===== config.mk =====
export PLATFORM = sky130hd
export DESIGN_NAME = load_store_unit_flat
export DESIGN_NICKNAME = d
export VERILOG_FILES = /design/src/rtl/load_store_unit_if.sv /design/src/rtl/load_store_unit.sv /design/src/flat_wrapper.sv
export SDC_FILE = /design/constraint.sdc
export NUM_CORES = 1
export LEC_CHECK = 0
export BUFFER_PORTS_ARGS = -buffer_cell sky130_fd_sc_hd__buf_4
export CORE_UTILIZATION = 40
export CTS_CLUSTER_SIZE = 8
export DETAILED_ROUTE_END_ITERATION = 8
export GPL_TIMING_DRIVEN = 0
export HOLD_SLACK_MARGIN = 0.12
export SYNTH_ARGS = -nofsm -noshare
export SYNTH_HDL_FRONTEND = slang
export SYNTH_SLANG_ARGS = --single-unit

===== constraint.sdc =====
create_clock -name clk -period 2.3 [get_ports clk]
set_input_delay 0.345 -clock clk [delete_from_list [all_inputs] [get_ports clk]]
set_output_delay 0.345 -clock clk [all_outputs]
set_load 0.02 [all_outputs]

===== src/rtl/load_store_unit_if.sv =====
// Pipeline request/response and data_memory control bus for load_store_unit.
// slave = the unit itself; master = the pipeline/memory side driving it.
interface load_store_unit_if #(parameter int ADDR_W = 8);
    logic              req_valid;
    logic              req_ready;
    logic              req_store;
    logic [1:0]        req_size;
    logic              req_signed;
    logic [ADDR_W-1:0] req_addr;
    logic [63:0]       req_wdata;

    logic              rsp_valid;
    logic              rsp_fault;
    logic [63:0]       rsp_rdata;

    logic [31:0]       dm_di;
    logic [ADDR_W-1:0] dm_a;
    logic              dm_size;
    logic              dm_rw;
    logic              dm_e;
    logic [31:0]       dm_do;

    modport slave (
        input  req_valid, req_store, req_size, req_signed, req_addr, req_wdata, dm_do,
        output req_ready, rsp_valid, rsp_fault, rsp_rdata,
        output dm_di, dm_a, dm_size, dm_rw, dm_e
    );

    modport master (
        output req_valid, req_store, req_size, req_signed, req_addr, req_wdata, dm_do,
        input  req_ready, rsp_valid, rsp_fault, rsp_rdata,
        input  dm_di, dm_a, dm_size, dm_rw, dm_e
    );
endinterface


===== src/rtl/load_store_unit.sv =====
// Load/store sequencer for data_memory: one request at a time, response pulse 1 cycle after a fault, 2 after a single beat, 3 after a doubleword.
// Backpressure: req_ready only in IDLE; no response backpressure, rsp_* must be taken in the pulse cycle.
module load_store_unit #(
    parameter int ADDR_W = 8
) (
    input  logic            clk,
    input  logic            rst_n,
    load_store_unit_if.slave bus
);

    typedef enum logic [1:0] {IDLE, BEAT1, BEAT2, RESP} state_t;

    // Highest doubleword start address whose second beat stays inside memory.
    localparam logic [31:0] DW_MAX = 32'((1 << ADDR_W) - 8);

    state_t      state;
    state_t      state_nxt;
    logic        accept;
    logic        fault;
    logic        store_q;
    logic        byte_q;
    logic        signed_q;
    logic        dword_q;
    logic [31:0] wdata_hi_q;
    logic [31:0] rdata_lo_q;
    logic [31:0] load_word;

    assign bus.req_ready = (state == IDLE);
    assign accept        = bus.req_valid && (state == IDLE);
    assign load_word     = byte_q ? {{24{signed_q & bus.dm_do[7]}}, bus.dm_do[7:0]} : bus.dm_do;

    always_comb begin
        fault = 1'b0;
        if (bus.req_size == 2'b11)
            fault = 1'b1;
        if ((bus.req_size != 2'b00) && (bus.req_addr[1:0] != 2'b00))
            fault = 1'b1;
        if ((bus.req_size == 2'b10) && (32'(bus.req_addr) > DW_MAX))
            fault = 1'b1;
    end

    always_ff @(posedge clk or negedge rst_n) begin
        if (!rst_n)
            state <= IDLE;
        else
            state <= state_nxt;
    end

    always_comb begin
        state_nxt = state;
        case (state)
            IDLE:    if (accept) state_nxt = fault ? RESP : BEAT1;
            BEAT1:   state_nxt = dword_q ? BEAT2 : RESP;
            BEAT2:   state_nxt = RESP;
            RESP:    state_nxt = IDLE;
            default: state_nxt = IDLE;
        endcase
    end

    always_ff @(posedge clk or negedge rst_n) begin
        if (!rst_n) begin
            bus.dm_e      <= 1'b0;
            bus.dm_rw     <= 1'b0;
            bus.dm_size   <= 1'b0;
            bus.dm_a      <= '0;
            bus.dm_di     <= '0;
            bus.rsp_valid <= 1'b0;
            bus.rsp_fault <= 1'b0;
            bus.rsp_rdata <= '0;
            store_q       <= 1'b0;
            byte_q        <= 1'b0;
            signed_q      <= 1'b0;
            dword_q       <= 1'b0;
            wdata_hi_q    <= '0;
            rdata_lo_q    <= '0;
        end else begin
            bus.rsp_valid <= (state_nxt == RESP);
            case (state)
                IDLE: begin
                    if (accept) begin
                        store_q    <= bus.req_store;
                        byte_q     <= (bus.req_size == 2'b00);
                        signed_q   <= bus.req_signed;
                        dword_q    <= (bus.req_size == 2'b10);
                        wdata_hi_q <= bus.req_wdata[63:32];
                        bus.rsp_fault <= fault;
                        if (fault) begin
                            bus.rsp_rdata <= '0;
                        end else begin
                            bus.dm_a    <= bus.req_addr;
                            bus.dm_size <= (bus.req_size != 2'b00);
                            bus.dm_rw   <= bus.req_store;
                            bus.dm_e    <= bus.req_store;
                            if (bus.req_store)
                                bus.dm_di <= (bus.req_size == 2'b00) ?
                                             {24'b0, bus.req_wdata[7:0]} : bus.req_wdata[31:0];
                        end
                    end
                end
                BEAT1: begin
                    if (dword_q) begin
                        bus.dm_a   <= bus.dm_a + ADDR_W'(4);
                        bus.dm_rw  <= store_q;
                        bus.dm_e   <= store_q;
                        rdata_lo_q <= bus.dm_do;
                        if (store_q)
                            bus.dm_di <= wdata_hi_q;
                    end else begin
                        bus.dm_e      <= 1'b0;
                        bus.dm_rw     <= 1'b0;
                        bus.rsp_rdata <= store_q ? 64'b0 : {32'b0, load_word};
                    end
                end
                BEAT2: begin
                    bus.dm_e      <= 1'b0;
                    bus.dm_rw     <= 1'b0;
                    bus.rsp_rdata <= store_q ? 64'b0 : {bus.dm_do, rdata_lo_q};
                end
                default: begin
                    bus.dm_e  <= 1'b0;
                    bus.dm_rw <= 1'b0;
                end
            endcase
        end
    end

endmodule


===== src/flat_wrapper.sv =====
// flat-port wrapper written by rule: the top's interface ports become plain ports
module load_store_unit_flat 
#(
    parameter int ADDR_W = 8
)
  (clk, rst_n, bus_req_valid, bus_req_store, bus_req_size, bus_req_signed, bus_req_addr, bus_req_wdata, bus_dm_do, bus_req_ready, bus_rsp_valid, bus_rsp_fault, bus_rsp_rdata, bus_dm_di, bus_dm_a, bus_dm_size, bus_dm_rw, bus_dm_e);
  load_store_unit_if #(.ADDR_W(ADDR_W)) bus_i ();
  input  logic clk;
  input  logic rst_n;
  input wire logic [$bits(bus_i.req_valid)-1:0] bus_req_valid;
  input wire logic [$bits(bus_i.req_store)-1:0] bus_req_store;
  input wire logic [$bits(bus_i.req_size)-1:0] bus_req_size;
  input wire logic [$bits(bus_i.req_signed)-1:0] bus_req_signed;
  input wire logic [$bits(bus_i.req_addr)-1:0] bus_req_addr;
  input wire logic [$bits(bus_i.req_wdata)-1:0] bus_req_wdata;
  input wire logic [$bits(bus_i.dm_do)-1:0] bus_dm_do;
  output wire logic [$bits(bus_i.req_ready)-1:0] bus_req_ready;
  output wire logic [$bits(bus_i.rsp_valid)-1:0] bus_rsp_valid;
  output wire logic [$bits(bus_i.rsp_fault)-1:0] bus_rsp_fault;
  output wire logic [$bits(bus_i.rsp_rdata)-1:0] bus_rsp_rdata;
  output wire logic [$bits(bus_i.dm_di)-1:0] bus_dm_di;
  output wire logic [$bits(bus_i.dm_a)-1:0] bus_dm_a;
  output wire logic [$bits(bus_i.dm_size)-1:0] bus_dm_size;
  output wire logic [$bits(bus_i.dm_rw)-1:0] bus_dm_rw;
  output wire logic [$bits(bus_i.dm_e)-1:0] bus_dm_e;
  assign bus_i.req_valid = bus_req_valid;
  assign bus_i.req_store = bus_req_store;
  assign bus_i.req_size = bus_req_size;
  assign bus_i.req_signed = bus_req_signed;
  assign bus_i.req_addr = bus_req_addr;
  assign bus_i.req_wdata = bus_req_wdata;
  assign bus_i.dm_do = bus_dm_do;
  assign bus_req_ready = bus_i.req_ready;
  assign bus_rsp_valid = bus_i.rsp_valid;
  assign bus_rsp_fault = bus_i.rsp_fault;
  assign bus_rsp_rdata = bus_i.rsp_rdata;
  assign bus_dm_di = bus_i.dm_di;
  assign bus_dm_a = bus_i.dm_a;
  assign bus_dm_size = bus_i.dm_size;
  assign bus_dm_rw = bus_i.dm_rw;
  assign bus_dm_e = bus_i.dm_e;
  load_store_unit #(.ADDR_W(ADDR_W)) u_core (.clk(clk), .rst_n(rst_n), .bus(bus_i));
endmodule

==> reports/metrics.cfg, run 1 <==
[power_and_ir_drop]
leakage_nw = 5.42
power.density_mw_per_mm2 = 1440
peakVddDrop_mv = 0.644
total_power_mw = 15.7

[place]
pre_cts_ws_ns = -0.506
port_buffers = 220
placed_area_sq_mm = 0.00955
gp_congestion = 0.796
place_hpwl_um = 15000

[synth]
yosys.area_share.simple_pct = 17.2
yosys_warnings = 0
synth_top_family_by_area = simple AND/OR/NAND/NOR gates
synth_top_area_share_pct = 58.8
muxShareOfSynthArea_pct = 6.22
synth-async-reset-ratio_pct = 100
synth.most_common_cell = nand2_1
synth-seq-cells = 178
synth_area_sq_mm = 0.00758
post_synth_num_cell_types = 45
yosys.area.top_type = dfrtp_1
syn_nets = 860
synth-adder-area-share_pct = 1.16
avgSynthCellArea_sq_um = 10.2
synthTopCellsByArea = dfrtp_1 59%, nand2_1 12%, a22o_1 6.4%, mux2_1 4.8%, nor2_1 2.7%
synth_xor_area_share_pct = 0
synth_edf_count = 0
synthCells = 742
synth_compound_area_share_pct = 13.9
synthTopCellsByCount = 233 x nand2_1, 178 x dfrtp_1, 55 x a22o_1, 54 x nor2_1, 34 x clkbuf_1
yosysSeqAreaShare_pct = 58.8
synth_flop_cell = dfrtp_1

[final_layout]
final_cell_area_sq_mm = 0.0109
area_growth_pct = 43.5
seq_area_sq_mm = 0.00445
n_antenna_cell = 0
drive_gt1_share_pct = 29.5
multi_input_area_sq_mm = 0.00299
nFillCells = 1603
nets = 1161

[run]
max_cap_viol_count = 0

[setup_path]
crit_path_max_incr_delay_ns = 0.42
arrival_ns = 2.52
crit_type = flip-flop to flip-flop
cpLargestDelayFamily = buffers and inverters
path_cells = inv_1, ha_4, inv_1, nor2_1, a21oi_1, nor3_4, buf_4, mux2_1
slowest_stage = dfrtp_1
endpoint_kind = flip-flop
reg2reg_slack_ns = 0.1
critPathMaxFanout = 10
cp_num_buf_inv = 3
cp-start-kind = flip-flop
timing.critical_path.mode_cell = inv_1
critPathRequiredTime_ns = 2.61

[floorplanning]
rows = 49
io_pins = 221
dieArea_sq_mm = 0.0195
dieHeight_um = 140
coreArea_sq_mm = 0.0183
start_util_pct = 41.5
die_w_um = 140

[sta]
whs_ns = 0.143
finalCriticalPeriod_ns = 2.20
setup_tns_ns = 0
setup_violations = 0
rsz0062_at_grt = true
worst_slew_pin_slew_ns = 0.643
relSlewSlack_pct = 56.8
setup_ws_ns = 0.0962
finalHoldViolCount = 0
fin_crit_sh_pct = 95.8
fmax_mhz = 454
maxSlewViolCount = 0
fin_worst_skew_ns = 0.0145

[cts]
clk_pin_slew_worst_paths_ns = 0.07
ctsRootBufferMaster = clkbuf_16
clock_latency_ns = 0.44
cts_tree = done
cts.sinks = 178
clock_path_buffers = 2
numCtsBuffers = 17
h-tree-depth = 4

[status]
outcome = finished, final reports clean

[global_routing]
grt_pass1_vias = 6699
grt_max_degree = 116
grt_pass1_wl_um = 35300
gr-total-overflow = 0
grt_util_all_layers_pct = 23.2
antenna_found_initial = 0

[drt]
via_per_inst = 5.08
drtIter0Drc = 232
antenna_left = 0
drc = 0
finalWirelength_um = 21700
post_drt_wl_per_cell_um = 16.9
vias = 6524
firstDrtPassIters = 4

[worst_hold_path]
hold_class = input port to flip-flop

## final timing paths
path / from / endpoint / cells past startpoint
min in group asynchronous: rst_n / u_core.bus.rsp_rdata[29]$_DFFE_PN0P_ / 2
hold / removal: bus_dm_do[13] / u_core.rdata_lo_q[13]$_DFFE_PN0P_ / 3
setup reg to reg: u_core.state[0]$_DFF_PN0_ / u_core.bus.dm_di[25]$_DFFE_PN0P_ / 8
hold reg to reg: u_core.wdata_hi_q[4]$_DFFE_PN0P_ / u_core.wdata_hi_q[4]$_DFFE_PN0P_ / 2
max in group asynchronous: rst_n / u_core.wdata_hi_q[22]$_DFFE_PN0P_ / 3
setup / recovery: u_core.state[0]$_DFF_PN0_ / u_core.bus.dm_di[25]$_DFFE_PN0P_ / 8
## metrics by stage
stage / util (%) / std cells
floorplan: - / 742
global placement: 52.1 / 1191
detailed placement: 52.3 / 1192
CTS: 59.1 / 1283
global route: 59.5 / 1285
finish: 59.5 / 1285
## tightest hold or removal path, stage by stage
cell	delay [ns]
buf_4	0.10
nand2_1	0.04
nand2_1	0.06
## power breakdown
group	internal, mW	switching (mW)
clock	1.55	1.41
sequential	4.55	0.855
combinational	3.12	4.19
total	9.23	6.46
## registers in the layout, indices dropped and copies added (netlist names)
| signal | cells |
|---|---|
| u_core.bus.rsp_fault | 1 |
| u_core.bus.dm_rw | 1 |
| u_core.bus.rsp_rdata | 64 |
| u_core.bus.dm_di | 32 |
| u_core.dword_q | 1 |
| u_core.bus.rsp_valid | 1 |
| u_core.signed_q | 1 |
| u_core.state | 2 |
| u_core.bus.dm_size | 1 |
| u_core.byte_q | 1 |
| u_core.bus.dm_a | 8 |
| u_core.rdata_lo_q | 32 |
| u_core.wdata_hi_q | 32 |
| u_core.store_q | 1 |
## what timing repair did
| action | CTS | global route |
|---|---|---|
| pin swaps | 2 | 0 |
| setup buffers | 2 | 2 |
| hold buffers | 58 | 0 |
| endpoints found under the hold margin | 120 | 0 |
| setup endpoints to repair | 121 | 106 |
| resized for setup | 25 | 33 |
## area by class of cell
cell class,instances,area share (%)
inverters,4,0.138
plain buffers,47,2.30
multi-input cells,512,27.5
clock inverters,15,1.50
well taps,229,2.63
repair buffers,283,21.1
flip-flops and latches,178,40.9
clock buffers,17,3.91
## layer usage
metal | wire length [um] | vias to the layer above | track usage [%] | share of wire [%]
li1 | - | 3149 | - | -
met1 | 9660 | 3146 | 29.5 | 45
met2 | 10400 | 210 | 38.6 | 48
met3 | 1420 | 19 | 5.95 | 6.5
met4 | 252 | 0 | 7.58 | 1.2
met5 | 0 | - | 0 | 0
## cell usage in the layout, fill, tap and decap left out, drive strengths merged, types with 6 or more instances in the layout
master         n
a21oi          9
nor2          54
buf          240
a221oi         9
a31oi         26
nand3          6
dlygate4sd3   58
ha             7
a22o          55
nor3           6
o21ai         33
clkbuf        49
mux2          41
nand2        233
inv           13
dfrtp        178
## logic make-up (layout without fill, tap and decap cells)
group,after synthesis,count (layout)
DFF,178,178
and+or+nand+nor,317,317
buffers and inverters,52,366
AOI/OAI and AO/OA,146,146
muxes,42,42
adders and majority gates,7,7
(Power assumes the default switching activity.)
==> run 2, diff against run 1 <==
- CORE_ASPECT_RATIO: unset -> 1.75
- CTS_CLUSTER_DIAMETER: unset -> 150
==> run 2 against run 1 <==
Non-clock buffer count is 6 higher; largest power group unchanged; worst setup slack better by 0.060 ns; largest cell class unchanged; clock power is 2% lower; utilization is 0.62 points lower; combinational power is 1% higher.
==> reports/metrics.cfg, run 2 (synthesized netlist as in run 1, its figures left out) <==
[drt]
firstDrtPassIters = 6
drc = 0
vias = 6510
antenna_left = 0
post_drt_wl_per_cell_um = 17.1
via_per_inst = 5.01
finalWirelength_um = 22200
drtIter0Drc = 228

[final_layout]
nFillCells = 1661
multi_input_area_sq_mm = 0.00299
n_antenna_cell = 0
largest_reg_flops = 64
nets = 1167
layout_common_cells = 233 x nand2_1, 232 x buf_4, 178 x dfrtp_1
drive_gt1_share_pct = 30.0
largest-register = u_core.bus.rsp_rdata
area_growth_pct = 44.5
final_common_cell = nand2_1
seq_area_sq_mm = 0.00445
final_cells = 1300

[sta]
setup_tns_ns = 0
rsz0062_at_grt = false
whs_ns = 0.138
finalCriticalPeriod_ns = 2.14
maxSlewViolCount = 0
relSlewSlack_pct = 51.0
fin_worst_skew_ns = 0.00899
fin_crit_sh_pct = 93.2
setup_violations = 0
finalHoldViolCount = 0
worst_slew_pin_slew_ns = 0.730
fmax_mhz = 467

[cts]
clock_latency_ns = 0.44
ctsRootBufferMaster = clkbuf_16
cts.sinks = 178
cts_tree = done
numCtsBuffers = 17
h-tree-depth = 4
clk_pin_slew_worst_paths_ns = 0.06
clock_path_buffers = 2

[global_routing]
gr-total-overflow = 0
antenna_found_initial = 0
grt_util_all_layers_pct = 23.2
grt_pass1_vias = 6670
grt_pass1_wl_um = 34700
grt_max_degree = 93

[run]
max_cap_viol_count = 0

[power_and_ir_drop]
leakage_nw = 5.46
peakVddDrop_mv = 0.698
power.density_mw_per_mm2 = 1440

[floorplanning]
die_w_um = 106
coreArea_sq_mm = 0.0186
rows = 66
start_util_pct = 40.8
dieHeight_um = 184
dieArea_sq_mm = 0.0195
io_pins = 221

[place]
place_hpwl_um = 15900
gp_congestion = 0.772
dp_cells = 1201
port_buffers = 220

[setup_path]
crit_type = flip-flop to flip-flop
arrival_ns = 2.51
cp-start-kind = flip-flop
critPathMaxFanout = 10
critPathRequiredTime_ns = 2.67
endpoint_kind = flip-flop

[status]
outcome = finished, final reports clean

[worst_hold_path]
hold_class = input port to flip-flop

==> run 2: cell types whose count changed in the layout (fill, tap and decap cells not counted), moves of 2 or more <==
cell           change
clkbuf_8           +2
inv_6              -2
dlygate4sd3_1      +2
buf_4              +2
clkinv_2           +4
clkbuf_2           +2
inv_8              -5
buf_6              +2
==> run 2: metrics by stage <==
step / setup WS, ns / instance area [sq um] / total power, mW / util (%)
2_1_floorplan: 0.0698 / 7580 / 9.61 / -
3_3_place_gp: -0.556 / 9530 / 12.3 / 51.3
3_5_place_dp: -0.575 / 9560 / 12.5 / 51.5
4_1_cts: 0.0146 / 10800 / 15.7 / 58.2
5_1_grt: 0.00377 / 10900 / 16.8 / 58.9
6_report: 0.156 / 10900 / 15.7 / 58.9
==> run 2: path summary, 6_finish.rpt <==
kind | start | to | slack (ns) | depth (start not counted)
min reg2reg | u_core.rdata_lo_q[11]$_DFFE_PN0P_ | u_core.rdata_lo_q[11]$_DFFE_PN0P_ | 0.48 | 2
min in group asynchronous | rst_n | u_core.bus.rsp_rdata[61]$_DFFE_PN0P_ | 0.51 | 2
max in group asynchronous | rst_n | u_core.bus.dm_di[30]$_DFFE_PN0P_ | 0.89 | 3
max | u_core.state[0]$_DFF_PN0_ | u_core.bus.rsp_rdata[62]$_DFFE_PN0P_ | 0.16 | 8
min | bus_dm_do[27] | u_core.rdata_lo_q[27]$_DFFE_PN0P_ | 0.14 | 3
max reg2reg | u_core.state[0]$_DFF_PN0_ | u_core.bus.rsp_rdata[62]$_DFFE_PN0P_ | 0.16 | 8
==> run 2: where the power goes <==
part | leakage [nW] | total (mW) | switching, mW | internal [mW]
Sequential | 2.24 | 5.41 | 0.848 | 4.56
Clock | 0.287 | 2.91 | 1.25 | 1.66
Combinational | 2.93 | 7.41 | 4.24 | 3.17
==> run 2: worst max-delay path: stages (launching register included) <==
cell,delay [ns]
dfrtp_1,0.42
inv_1,0.13
ha_4,0.28
inv_1,0.09
nor3b_4,0.33
nand2_1,0.11
a21oi_2,0.20
clkbuf_2,0.32
a22o_1,0.20
==> run 2: what timing repair did <==
action / 4_1_cts / 5_1_grt
pin swaps: 1 / 1
gates resized for setup: 30 / 30
endpoints found under the hold margin: 150 / 0
setup endpoints to repair: 119 / 135
buffers inserted: 1 / 7
hold buffers: 60 / 0
==> run 2: layout make-up <==
type | count | share of cell area (%)
Clock inverter | 12 | 1.19
Clock buffer | 20 | 4.17
Timing Repair Buffer | 289 | 21.4
Buffer | 47 | 2.38
Tap cell | 238 | 2.72
Inverter | 4 | 0.137
Sequential cell | 178 | 40.7
Multi-Input combinational cell | 512 | 27.3
==> run 2: layer usage <==
metal	up-vias	track usage (%)	wire [um]
met5	-	0	0
met4	0	8.00	374
met3	28	5.27	1170
met2	203	42.9	12100
met1	3109	25.7	8610
li1	3170	-	-
==> run 3, diff against run 2 <==
==> constraint.sdc (replaced) <==
create_clock -name clk -period 2.3 [get_ports clk]
set_input_delay 0.115 -clock clk [delete_from_list [all_inputs] [get_ports clk]]
set_output_delay 0.115 -clock clk [all_outputs]
set_load 0.02 [all_outputs]
==> run 3 against run 2 <==
Cell area is 4.4% higher; non-clock buffer count is 47 higher; sequential cell count stayed put; register-to-register slack hardly changed; sequential power hardly changed; final cell count is 3.6% higher; fmax is 0.82% lower.
==> reports/metrics.cfg, run 3 (synthesized netlist as in run 1, its figures left out) <==
[setup_path]
arrival_ns = 2.47
reg2reg_slack_ns = 0.17
cpLargestDelayFamily = buffers and inverters
crit_path_max_incr_delay_ns = 0.54
endpoint_kind = flip-flop
cp-start-kind = input port
slowest_stage = dlygate4sd3_1
path_cells = dlygate4sd3_1, buf_4, a211oi_2, o21ai_1, o21a_1, buf_2, nor3_4, buf_6, mux2_1
cp_num_buf_inv = 4
critPathRequiredTime_ns = 2.60
crit_type = input port to flip-flop
critPathMaxFanout = 10

[power_and_ir_drop]
leakage_nw = 5.65
internal_power_mw = 9.43
power_frac_comb_pct = 47.3
p_clk_share_pct = 18.4
swShare_pct = 40.3
power.density_mw_per_mm2 = 1380
peakVddDrop_mv = 0.695
seqPwrFrac_pct = 34.3
p_sw_mw = 6.36

[status]
outcome = finished, final reports clean

[floorplanning]
dieArea_sq_mm = 0.0195
coreArea_sq_mm = 0.0186
io_pins = 221
start_util_pct = 40.8
dieHeight_um = 184
rows = 66
die_w_um = 106

[global_routing]
grt_util_all_layers_pct = 24.0
grt_max_degree = 93
gr-total-overflow = 0
grt_pass1_vias = 7056
grt_pass1_wl_um = 36100
antenna_found_initial = 0

[place]
gp_congestion = 0.772
pre_cts_ws_ns = -0.575
place_hpwl_um = 15900
dp_cells = 1201
placed_area_sq_mm = 0.00956
port_buffers = 220

[sta]
fmax_mhz = 463
rsz0062_at_grt = false
finalHoldViolCount = 0
fin_worst_skew_ns = 0.0126
relSlewSlack_pct = 52.0
worst_slew_pin_slew_ns = 0.715
finalCriticalPeriod_ns = 2.16
fin_crit_sh_pct = 94.0
maxSlewViolCount = 0
setup_violations = 0
setup_ws_ns = 0.139

[final_layout]
final_util_pct = 61.5
layout_common_cells = 233 x nand2_1, 230 x buf_4, 178 x dfrtp_1
final_cells = 1347
drive_gt1_share_pct = 28.6
final_cell_area_sq_mm = 0.0114
n_antenna_cell = 0
final_common_cell = nand2_1
nFillCells = 1587
area_growth_pct = 50.8
largest_reg_flops = 64
largest-register = u_core.bus.rsp_rdata
nets = 1214

[cts]
cts.sinks = 178
clock_path_buffers = 2
clk_pin_slew_worst_paths_ns = 0.07
numCtsBuffers = 17
clock_latency_ns = 0.43
ctsRootBufferMaster = clkbuf_16
h-tree-depth = 4
cts_tree = done

[run]
max_cap_viol_count = 0

[drt]
drc = 0
vias = 6737
drtIter0Drc = 222
firstDrtPassIters = 4
via_per_inst = 5.00
finalWirelength_um = 22900
post_drt_wl_per_cell_um = 17.0
antenna_left = 0

[worst_hold_path]
hold_class = input port to flip-flop

[run 3: cell type report]
class / count / area [sq um] / area share (%)
repair buffers: 336 / 2830 / 24.7
clock buffers: 20 / 457 / 4.00
plain buffers: 47 / 260 / 2.28
clock inverters: 12 / 130 / 1.14
well taps: 238 / 298 / 2.61
inverters: 4 / 15.0 / 0.131
flip-flops and latches: 178 / 4450 / 39.0
multi-input cells: 512 / 2990 / 26.2
[run 3: power groups by stage]
stage	logic (mW)	clock network [mW]	registers (mW)
after detailed placement	7.04	0	5.43
after floorplan	3.38	0	6.23
after global routing	8.18	3.08	5.58
after global placement	6.94	0	5.39
final	7.47	2.90	5.42
after CTS	7.36	2.97	5.40
[run 3: worst paths after layout]
check / startpoint / to / cells after the start
worst max-delay path: bus_req_addr[0] / u_core.bus.dm_di[7]$_DFFE_PN0P_ / 9
worst min-delay path: bus_req_size[0] / u_core.byte_q$_DFFE_PN0P_ / 3
worst max register to register: u_core.state[0]$_DFF_PN0_ / u_core.bus.rsp_rdata[62]$_DFFE_PN0P_ / 8
worst min register to register: u_core.wdata_hi_q[0]$_DFFE_PN0P_ / u_core.wdata_hi_q[0]$_DFFE_PN0P_ / 2
max in group asynchronous: rst_n / u_core.bus.dm_di[3]$_DFFE_PN0P_ / 3
min in group asynchronous: rst_n / u_core.bus.rsp_rdata[61]$_DFFE_PN0P_ / 2
[run 3: timing repair]
item,4_1_cts,5_1_grt
pin swaps,1,1
buffers inserted,1,4
endpoints found under the setup margin,119,136
endpoints found under the hold margin,264,0
gates resized for setup,30,33
hold buffers,110,0
[run 3: per-stage QoR]
step	total power, mW	hold slack [ns]	setup TNS, ns
after floorplan	9.61	-0.181	0
after global placement	12.3	0.306	-46.07
after detailed placement	12.5	0.190	-37.86
after CTS	15.7	0.188	0
after global routing	16.8	0.219	0
final	15.8	0.216	0
[run 3: worst register-to-register path, delay by kind of cell (launching register included)]
family,cells,cell delay (ns)
adders and majority gates,1,0.28
and+or+nand+nor,2,0.43
buffers and inverters,3,0.55
AOI/OAI and AO/OA,2,0.41
DFF,1,0.41
[run 3: routing by layer]
metal / GRT usage [%] / wire length (um) / up-vias
li1: - / - / 3260
met2: 44.7 / 12500 / 221
met5: 0 / 0 / -
met1: 26.4 / 8860 / 3230
met4: 8.94 / 369 / 0
met3: 5.23 / 1160 / 26
